$ cat config.mk
export PLATFORM = sky130hd
export DESIGN_NAME = genesis_pad_filter
export DESIGN_NICKNAME = d
export VERILOG_FILES = /design/src/rtl/genesis_pad_filter.sv
export SDC_FILE = /design/constraint.sdc
export NUM_CORES = 1
export LEC_CHECK = 0
export BUFFER_PORTS_ARGS = -buffer_cell sky130_fd_sc_hd__buf_2
export CORE_MARGIN = 2
export CORE_UTILIZATION = 50
export DETAILED_ROUTE_END_ITERATION = 7
export PLACE_DENSITY = 0.7
export SYNTH_ARGS = -nofsm -noshare
export SYNTH_HDL_FRONTEND = slang
export SYNTH_SLANG_ARGS = --single-unit
$ cat constraint.sdc
create_clock -name iCLK -period 3.2 [get_ports iCLK]
set_clock_uncertainty 0.2 [all_clocks]
set_input_delay 0.16 -clock iCLK [delete_from_list [all_inputs] [get_ports iCLK]]
set_output_delay 0.16 -clock iCLK [all_outputs]
set_load 0.05 [all_outputs]
$ cat src/rtl/genesis_pad_filter.sv
`default_nettype none
// ============================================================================
// genesis_pad_filter : debounce, type masking, direction cancel and turbo
//                      for a decoded Genesis/MasterSystem gamepad word.
// Revision 1.0 - initial release
// ============================================================================
module genesis_pad_filter #(
   parameter int STABLE_TICKS = 50000,
   parameter int TURBO_HALF   = 2500000
) (
   input  logic        iCLK,
   input  logic        iN_RESET,
   input  logic [11:0] iGENPAD_DECODED,
   input  logic [1:0]  iGENPAD_TYPE,
   input  logic [2:0]  iTURBO_EN,
   output logic [11:0] oJOY,
   output logic        oJOY_VALID,
   output logic        oJOY_CHANGED
);

   localparam int              C_TW         = (TURBO_HALF > 1) ? $clog2(TURBO_HALF) : 1;
   localparam logic [15:0]     C_STABLE     = 16'(STABLE_TICKS);
   localparam logic [C_TW-1:0] C_TURBO_LAST = C_TW'(TURBO_HALF - 1);

   logic [13:0]     r_cap;
   logic [13:0]     r_cap_prev;
   logic [15:0]     r_stab;
   logic [13:0]     r_acc;
   logic [C_TW-1:0] r_turbo_cnt;
   logic            r_phase;
   logic [2:0]      r_en_held;
   logic [11:0]     r_joy;
   logic [11:0]     r_joy_prev;
   logic            r_valid;
   logic            r_changed;

   logic [15:0]     w_stab_next;
   logic            w_load;
   logic [11:0]     w_type_mask;
   logic [11:0]     w_clean;
   logic [2:0]      w_en_held;
   logic            w_restart;
   logic [C_TW-1:0] w_cnt_eff;
   logic            w_phase_eff;
   logic [11:0]     w_final;

   // Type and buttons travel together so masking never sees a mixed word.
   always_comb begin
      w_stab_next = r_stab;
      if (r_cap != r_cap_prev)
         w_stab_next = '0;
      else if (r_stab != C_STABLE)
         w_stab_next = r_stab + 16'd1;
   end

   assign w_load = (w_stab_next == C_STABLE);

   always_comb begin
      w_type_mask = 12'h000;
      case (r_acc[13:12])
         2'd0:    w_type_mask = 12'h06F;
         2'd1:    w_type_mask = 12'h0FF;
         2'd2:    w_type_mask = 12'hFFF;
         default: w_type_mask = 12'h000;
      endcase
   end

   always_comb begin
      w_clean = r_acc[11:0] & w_type_mask;
      if (w_clean[3] && w_clean[2])
         w_clean[3:2] = 2'b00;
      if (w_clean[1] && w_clean[0])
         w_clean[1:0] = 2'b00;
   end

   // A fresh press with no other turbo button held starts a new high phase
   // in this very cycle, so the first press is never delayed.
   assign w_en_held   = w_clean[6:4] & iTURBO_EN;
   assign w_restart   = (|w_en_held) && (r_en_held == 3'b000);
   assign w_cnt_eff   = w_restart ? '0 : r_turbo_cnt;
   assign w_phase_eff = w_restart ? 1'b1 : r_phase;

   always_comb begin
      w_final      = w_clean;
      w_final[6:4] = (w_clean[6:4] & ~iTURBO_EN) | (w_en_held & {3{w_phase_eff}});
   end

   always_ff @(posedge iCLK or negedge iN_RESET) begin
      if (!iN_RESET) begin
         r_cap       <= '0;
         r_cap_prev  <= '0;
         r_stab      <= '0;
         r_acc       <= '0;
         r_turbo_cnt <= '0;
         r_phase     <= 1'b1;
         r_en_held   <= '0;
         r_joy       <= '0;
         r_joy_prev  <= '0;
         r_valid     <= 1'b0;
         r_changed   <= 1'b0;
      end else begin
         r_cap      <= {iGENPAD_TYPE, iGENPAD_DECODED};
         r_cap_prev <= r_cap;
         r_stab     <= w_stab_next;
         if (w_load)
            r_acc <= r_cap;

         if (w_cnt_eff == C_TURBO_LAST) begin
            r_turbo_cnt <= '0;
            r_phase     <= ~w_phase_eff;
         end else begin
            r_turbo_cnt <= w_cnt_eff + C_TW'(1);
            r_phase     <= w_phase_eff;
         end
         r_en_held <= w_en_held;

         r_joy      <= w_final;
         r_valid    <= (r_acc[13:12] == 2'd1) || (r_acc[13:12] == 2'd2);
         r_joy_prev <= r_joy;
         r_changed  <= (r_joy != r_joy_prev);
      end
   end

   assign oJOY         = r_joy;
   assign oJOY_VALID   = r_valid;
   assign oJOY_CHANGED = r_changed;

endmodule
`default_nettype wire

==> results.toml, run 1 <==
[status]
outcome = "completed"

[placed_design]
pre_cts_ws_ns = -0.0418
hpwlAfterDp_um = 6060
portBuffers = 32
gp_congestion = 0.866

[routing]
drtIter0Drc = 108
ant_nets = 0
finalWirelength_um = 8930
route.detailed.drc = 0
first_pass_iters = 4
vias_per_cell = 5.28
routedWlPerCell_um = 14.9
via_count = 3158

[floorplanning]
die_area_sq_mm = 0.0103
die_w_um = 102
fp.dieH_um = 102
core_sq_mm = 0.00924
rows = 35
ios = 33
start_util_pct = 51.5

[yosys]
synth.net_count = 427
syn-instance-count = 403
ys_seq_elements = 110
synth_compound_area_share_pct = 3.71
synthFlopType = "dfrtp_1"
synthArstFlopShare_pct = 100
synth_edf_count = 0
synth_adder_area_share_pct = 1.31
synth_area_sq_mm = 0.00476
synth_simple_gate_area_share_pct = 18.8
synth_cell_type_count = 51
yosysSeqAreaShare_pct = 57.9
syn_avg_cell_area_sq_um = 11.8
synth_top_family_by_area = "simple AND/OR/NAND/NOR gates"
synth_xor_area_share_pct = 11.2
synth_warnings = 0
synth_mux_area_share_pct = 4.31

[timing]
fmaxAchievable_ghz = 0.335
finalCriticalPeriod_ns = 2.98
worst_slack_ns = 0.215
tightestPinTransition_ns = 0.639
fin_crit_sh_pct = 93.3
slew_headroom_pct = 57.4
whs_ns = 0.142
setup_viol_count_final = 0
tns_ns = 0
drv_slew = 0
finalHoldViolations = 0

[critical_path]
critPathLaunchType = "flip-flop"
critPathKind = "flip-flop to flip-flop"
end_kind = "flip-flop"
cp.arrival_ns = 3.04
cp_data_required_time_ns = 3.25
worstPathMaxFanout = 10

[clock_tree]
insertion_delay_ns = 0.37
clkSinkCount = 110
root_buffer = "clkbuf_8"
cts_tree = "done"
cts.htree.levels = 3
numCtsBuffers = 9
clockBufferDepth = 2
cts.clk_slew.worst_paths_ns = 0.12

[power_and_ir_drop]
power_density_mw_per_mm2 = 414
ir_worst_vdd_mv = 0.289
finalPower_uw = 2300
p_leak_uw = 0.00262

[final_layout]
areaGrowthSynthToFinish_pct = 16.5
utilization_pct = 60.0
fill_cells = 743
final_common_cell = "dfrtp_1"
mostFrequentLayoutCells = "109 x dfrtp_1, 43 x xor2_1, 41 x nor2_1"
drive_above_1_share_pct = 19.8
antenna_cells = 0
final_nets = 488

[hold_path]
hold_path_class = "input port to asynchronous set/reset pin"

[global_route]
grt_usage_pct = 18.6
grt_pass1_wl_um = 14900
antenna_found_initial = 0
grt_pass1_vias = 3208
grt_max_degree = 62
gr-total-overflow = 0

[flow_run]
maxCapViolations = 0
==> metrics by stage <==
stage                     cells  area (sq um)
after floorplan             403          4760
after global placement      562          5120
after detailed placement    562          5120
after CTS                   596          5490
after global routing        598          5540
final                       598          5540
==> power breakdown <==
part | internal [uW] | switching, uW | leakage, uW
clock network | 306 | 497 | 0.0000965
logic | 33.4 | 39.3 | 0.00110
registers | 1410 | 13.4 | 0.00142
==> cell families (layout without fill, tap and decap cells) <==
| family | Yosys count | count (layout) |
|---|---|---|
| mux | 15 | 15 |
| buf+inv | 28 | 94 |
| simple gates | 157 | 157 |
| compound gates | 28 | 28 |
| flops | 110 | 110 |
| fa+ha+maj | 5 | 5 |
| xor+xnor | 60 | 60 |
==> synthesized netlist by cell type, types with 2 or more instances <==
library cell | number | area, sq um
a2111oi_0 | 2 | 17.5
a21oi_1 | 8 | 40.0
and2_1 | 11 | 68.8
and3_1 | 6 | 37.5
and3b_1 | 2 | 17.5
buf_2 | 3 | 15.0
buf_4 | 4 | 30.0
clkbuf_1 | 6 | 22.5
dfrtp_1 | 109 | 2730
ha_1 | 5 | 62.6
inv_1 | 14 | 52.6
mux2_2 | 4 | 45.0
mux2_4 | 10 | 150
nand2_1 | 17 | 63.8
nand2b_1 | 3 | 18.8
nand3_1 | 21 | 105
nand3b_1 | 2 | 15.0
nand4_1 | 12 | 75.1
nand4_2 | 3 | 37.5
nor2_1 | 42 | 158
nor3_1 | 5 | 25.0
nor3b_1 | 6 | 45.0
nor4_1 | 12 | 75.1
nor4_4 | 2 | 42.5
nor4b_1 | 2 | 17.5
o21ai_0 | 8 | 40.0
or3_1 | 3 | 18.8
xnor2_1 | 16 | 140
xor2_1 | 43 | 377
==> critical path, cell delays in order, from the launching register on <==
cell,delay (ns)
dfrtp_1,0.38
inv_1,0.05
ha_1,0.31
and3b_1,0.19
o21bai_2,0.24
nand2_2,0.12
and2_1,0.15
ha_1,0.20
nand4_1,0.24
nor4_4,0.38
nand2_2,0.16
nand2_4,0.16
o31ai_1,0.08
==> layout make-up <==
type / count / area (sq um) / area share, %
inverters: 14 / 52.6 / 0.948
multi-input cells: 265 / 1910 / 34.5
repair buffers: 64 / 473 / 8.53
clock inverters: 6 / 62.6 / 1.13
flip-flops and latches: 110 / 2750 / 49.7
well taps: 129 / 161 / 2.91
clock buffers: 10 / 128 / 2.30
==> layer usage <==
metal  part of all wire, %  track usage [%]
met1                    46             24.5
met2                    48             29.7
met3                   3.2             3.04
met4                   2.9             9.98
met5                     0                0
==> flip-flops by register name, summed over array words and instances, names as in the netlist <==
name and count:
r_cap_prev 14, oJOY 12, r_en_held 3, r_acc 14
r_stab 16, oJOY_CHANGED 1, oJOY_VALID 1, r_turbo_cnt 22
r_joy_prev 12, r_cap 14, r_phase 1
==> worst paths after layout <==
check                                  end  depth (start not counted)  slack, ns  startpoint
max                        r_turbo_cnt[17]                         12       0.22   r_acc[12]
min                              r_stab[4]                          2       0.14    iN_RESET
max reg2reg                r_turbo_cnt[17]                         12       0.22   r_acc[12]
min reg2reg                  r_joy_prev[1]                          0       0.22     oJOY[1]
max in group asynchronous        r_cap[11]                          3       1.92    iN_RESET
min in group iCLK            r_joy_prev[1]                          0       0.22     oJOY[1]
==> repair_timing <==
item | 4_1_cts | 5_1_grt
resized for setup | 1 | 9
setup buffers | 0 | 2
endpoints found under the hold margin | 68 | 0
hold buffers | 18 | 0
endpoints found under the setup margin | 10 | 17
pin swaps | 0 | 3
Note: power is estimated with default switching activity, not from simulation.
==> run 2: changes to the inputs <==
--- a/config.mk
+++ b/config.mk
@@ -6,10 +6,10 @@
 export NUM_CORES = 1
 export LEC_CHECK = 0
 export BUFFER_PORTS_ARGS = -buffer_cell sky130_fd_sc_hd__buf_2
-export CORE_MARGIN = 2
 export CORE_UTILIZATION = 50
 export DETAILED_ROUTE_END_ITERATION = 7
 export PLACE_DENSITY = 0.7
+export SLEW_MARGIN = 20
 export SYNTH_ARGS = -nofsm -noshare
 export SYNTH_HDL_FRONTEND = slang
 export SYNTH_SLANG_ARGS = --single-unit
==> constraint.sdc (replaced) <==
create_clock -name iCLK -period 3.2 [get_ports iCLK]
set_clock_uncertainty 0.2 [all_clocks]
set_input_delay 0.64 -clock iCLK [delete_from_list [all_inputs] [get_ports iCLK]]
set_output_delay 0.64 -clock iCLK [all_outputs]
set_load 0.05 [all_outputs]
==> run 2 against run 1 <==
Global-route usage increased by 0.39 points. Total power increased by 0.60%. Die area decreased by 3.9%. Critical endpoint is now r_turbo_cnt[1]. Largest cell class unchanged.
==> results.toml, run 2 (synthesis gave the netlist of run 1 again) <==
[timing]
tightestPinTransition_ns = 0.707
drv_slew = 0
finalCriticalPeriod_ns = 2.98
tns_ns = 0
finalHoldViolations = 0
slew_headroom_pct = 52.9
fin_crit_sh_pct = 93.1
fmaxAchievable_ghz = 0.336
setup_viol_count_final = 0

[final_layout]
final_nets = 473
utilization_pct = 58.1
reg.largest.list = "r_turbo_cnt: 22 flops, r_stab: 16 flops"
drive_above_1_share_pct = 20.9
largest_register_ffs = 22
largest_register = "r_turbo_cnt"
mostFrequentLayoutCells = "109 x dfrtp_1, 43 x xor2_1, 42 x nor2_1"
areaGrowthSynthToFinish_pct = 12.8
final-seq-area_sq_mm = 0.00275
final_common_cell = "dfrtp_1"
antenna_cells = 0
multi_input_area_sq_mm = 0.00189
fill_cells = 754

[critical_path]
critPathKind = "flip-flop to flip-flop"
worstPathMaxFanout = 6
crit_start = "r_acc[12]"
critPathLaunchType = "flip-flop"
worstReg2RegStart = "r_acc[12]"
r2r_end = "r_turbo_cnt[1]"
cp-endpoint = "r_turbo_cnt[1]"
cp.arrival_ns = 3.05
ff2ff_path_depth = 12
end_kind = "flip-flop"
cp_data_required_time_ns = 3.27
rrSetupSlack_ns = 0.22

[global_route]
grt_pass1_wl_um = 14700
grt_usage_pct = 19.0
antenna_found_initial = 0
grt_pass1_vias = 3126
gr-total-overflow = 0
grt_max_degree = 58

[power_and_ir_drop]
p_leak_uw = 0.00254
ir_worst_vdd_mv = 0.406
power_density_mw_per_mm2 = 431

[floorplanning]
fp.dieH_um = 99.6
die_area_sq_mm = 0.00991
ios = 33
core_sq_mm = 0.00924
start_util_pct = 51.5
rows = 35
die_w_um = 99.6

[clock_tree]
insertion_delay_ns = 0.37
cts.htree.levels = 3
cts.clk_slew.worst_paths_ns = 0.12
cts_tree = "done"
clockBufferDepth = 2
root_buffer = "clkbuf_8"
clkSinkCount = 110
numCtsBuffers = 9

[routing]
ant_nets = 0
via_count = 3043
route.detailed.drc = 0
vias_per_cell = 5.22
first_pass_iters = 6
finalWirelength_um = 8470
routedWlPerCell_um = 14.5
drtIter0Drc = 72

[placed_design]
hpwlAfterDp_um = 5990
gp_congestion = 0.848
portBuffers = 32

[flow_run]
maxCapViolations = 0

[status]
outcome = "completed"

[hold_path]
hold_path_class = "input port to asynchronous set/reset pin"
run 2: cell count changes in the layout (fill, tap and decap cells not counted), sizes merged:
cell | previous run | this run
dlygate4sd3 | 18 | 0
clkbuf | 10 | 9
buf | 46 | 49
clkinv | 2 | 4
inv | 18 | 17
run 2: routing by layer:
metal  GRT usage (%)  vias up  routed length (um)
li1                -     1473                   -
met1            25.5     1499                3910
met2            30.9       60                4130
met3            4.50       11                 346
met4            5.88        0                  82
met5               0        -                   0
run 2: layout make-up:
cell class	instances	area share [%]
Inverter	14	0.979
Tap cell	129	3.01
Multi-Input combinational cell	265	35.3
Clock inverter	7	1.45
Timing Repair Buffer	49	5.64
Sequential cell	110	51.3
Clock buffer	9	2.31
run 2: worst min-delay path by stage:
stage,slack [ns],end,cells after the start
after global routing,0.13,r_cap[3],1
after global placement,0.20,r_joy_prev[1],0
after CTS,0.12,r_stab[5],1
after detailed placement,0.20,r_joy_prev[1],0
after floorplan,0.14,oJOY[0],0
final,0.09,r_stab[5],1
run 2: per-stage QoR:
| stage | worst slack, ns | total power, uW | hold WS, ns | cells | instance area [sq um] |
|---|---|---|---|---|---|
| 2_1_floorplan | 0.102 | 1460 | 0.144 | 403 | 4760 |
| 3_3_place_gp | 0.203 | 1500 | 0.197 | 565 | 5130 |
| 3_5_place_dp | 0.102 | 1510 | 0.205 | 565 | 5130 |
| 4_1_cts | 0.0756 | 2330 | 0.121 | 581 | 5330 |
| 5_1_grt | -0.0290 | 2400 | 0.134 | 583 | 5370 |
| 6_report | 0.220 | 2310 | 0.0857 | 583 | 5370 |
run 2: repair_timing:
| action | in CTS | in global routing |
|---|---|---|
| hold buffers | 0 | 0 |
| resized for setup | 0 | 6 |
| setup endpoints to repair | 0 | 16 |
| buffers inserted | 0 | 2 |
run 2: power breakdown:
part           total [uW]  leakage (uW)  switching, uW  internal (uW)
sequential           1420       0.00142           12.5           1410
combinational        54.8       0.00102           35.8           18.9
clock                 836      0.000103            523            313
run 2: critical path, stage by stage, from the launching register on:
cell and delay [ns]:
dfrtp_1 0.39, inv_1 0.05, ha_1 0.30, and3b_1 0.19
o21bai_2 0.24, nand2_2 0.13, and2_1 0.14, ha_1 0.20
nand4_1 0.22, nor4_2 0.37, nand2_1 0.13, buf_4 0.16
o21a_1 0.16
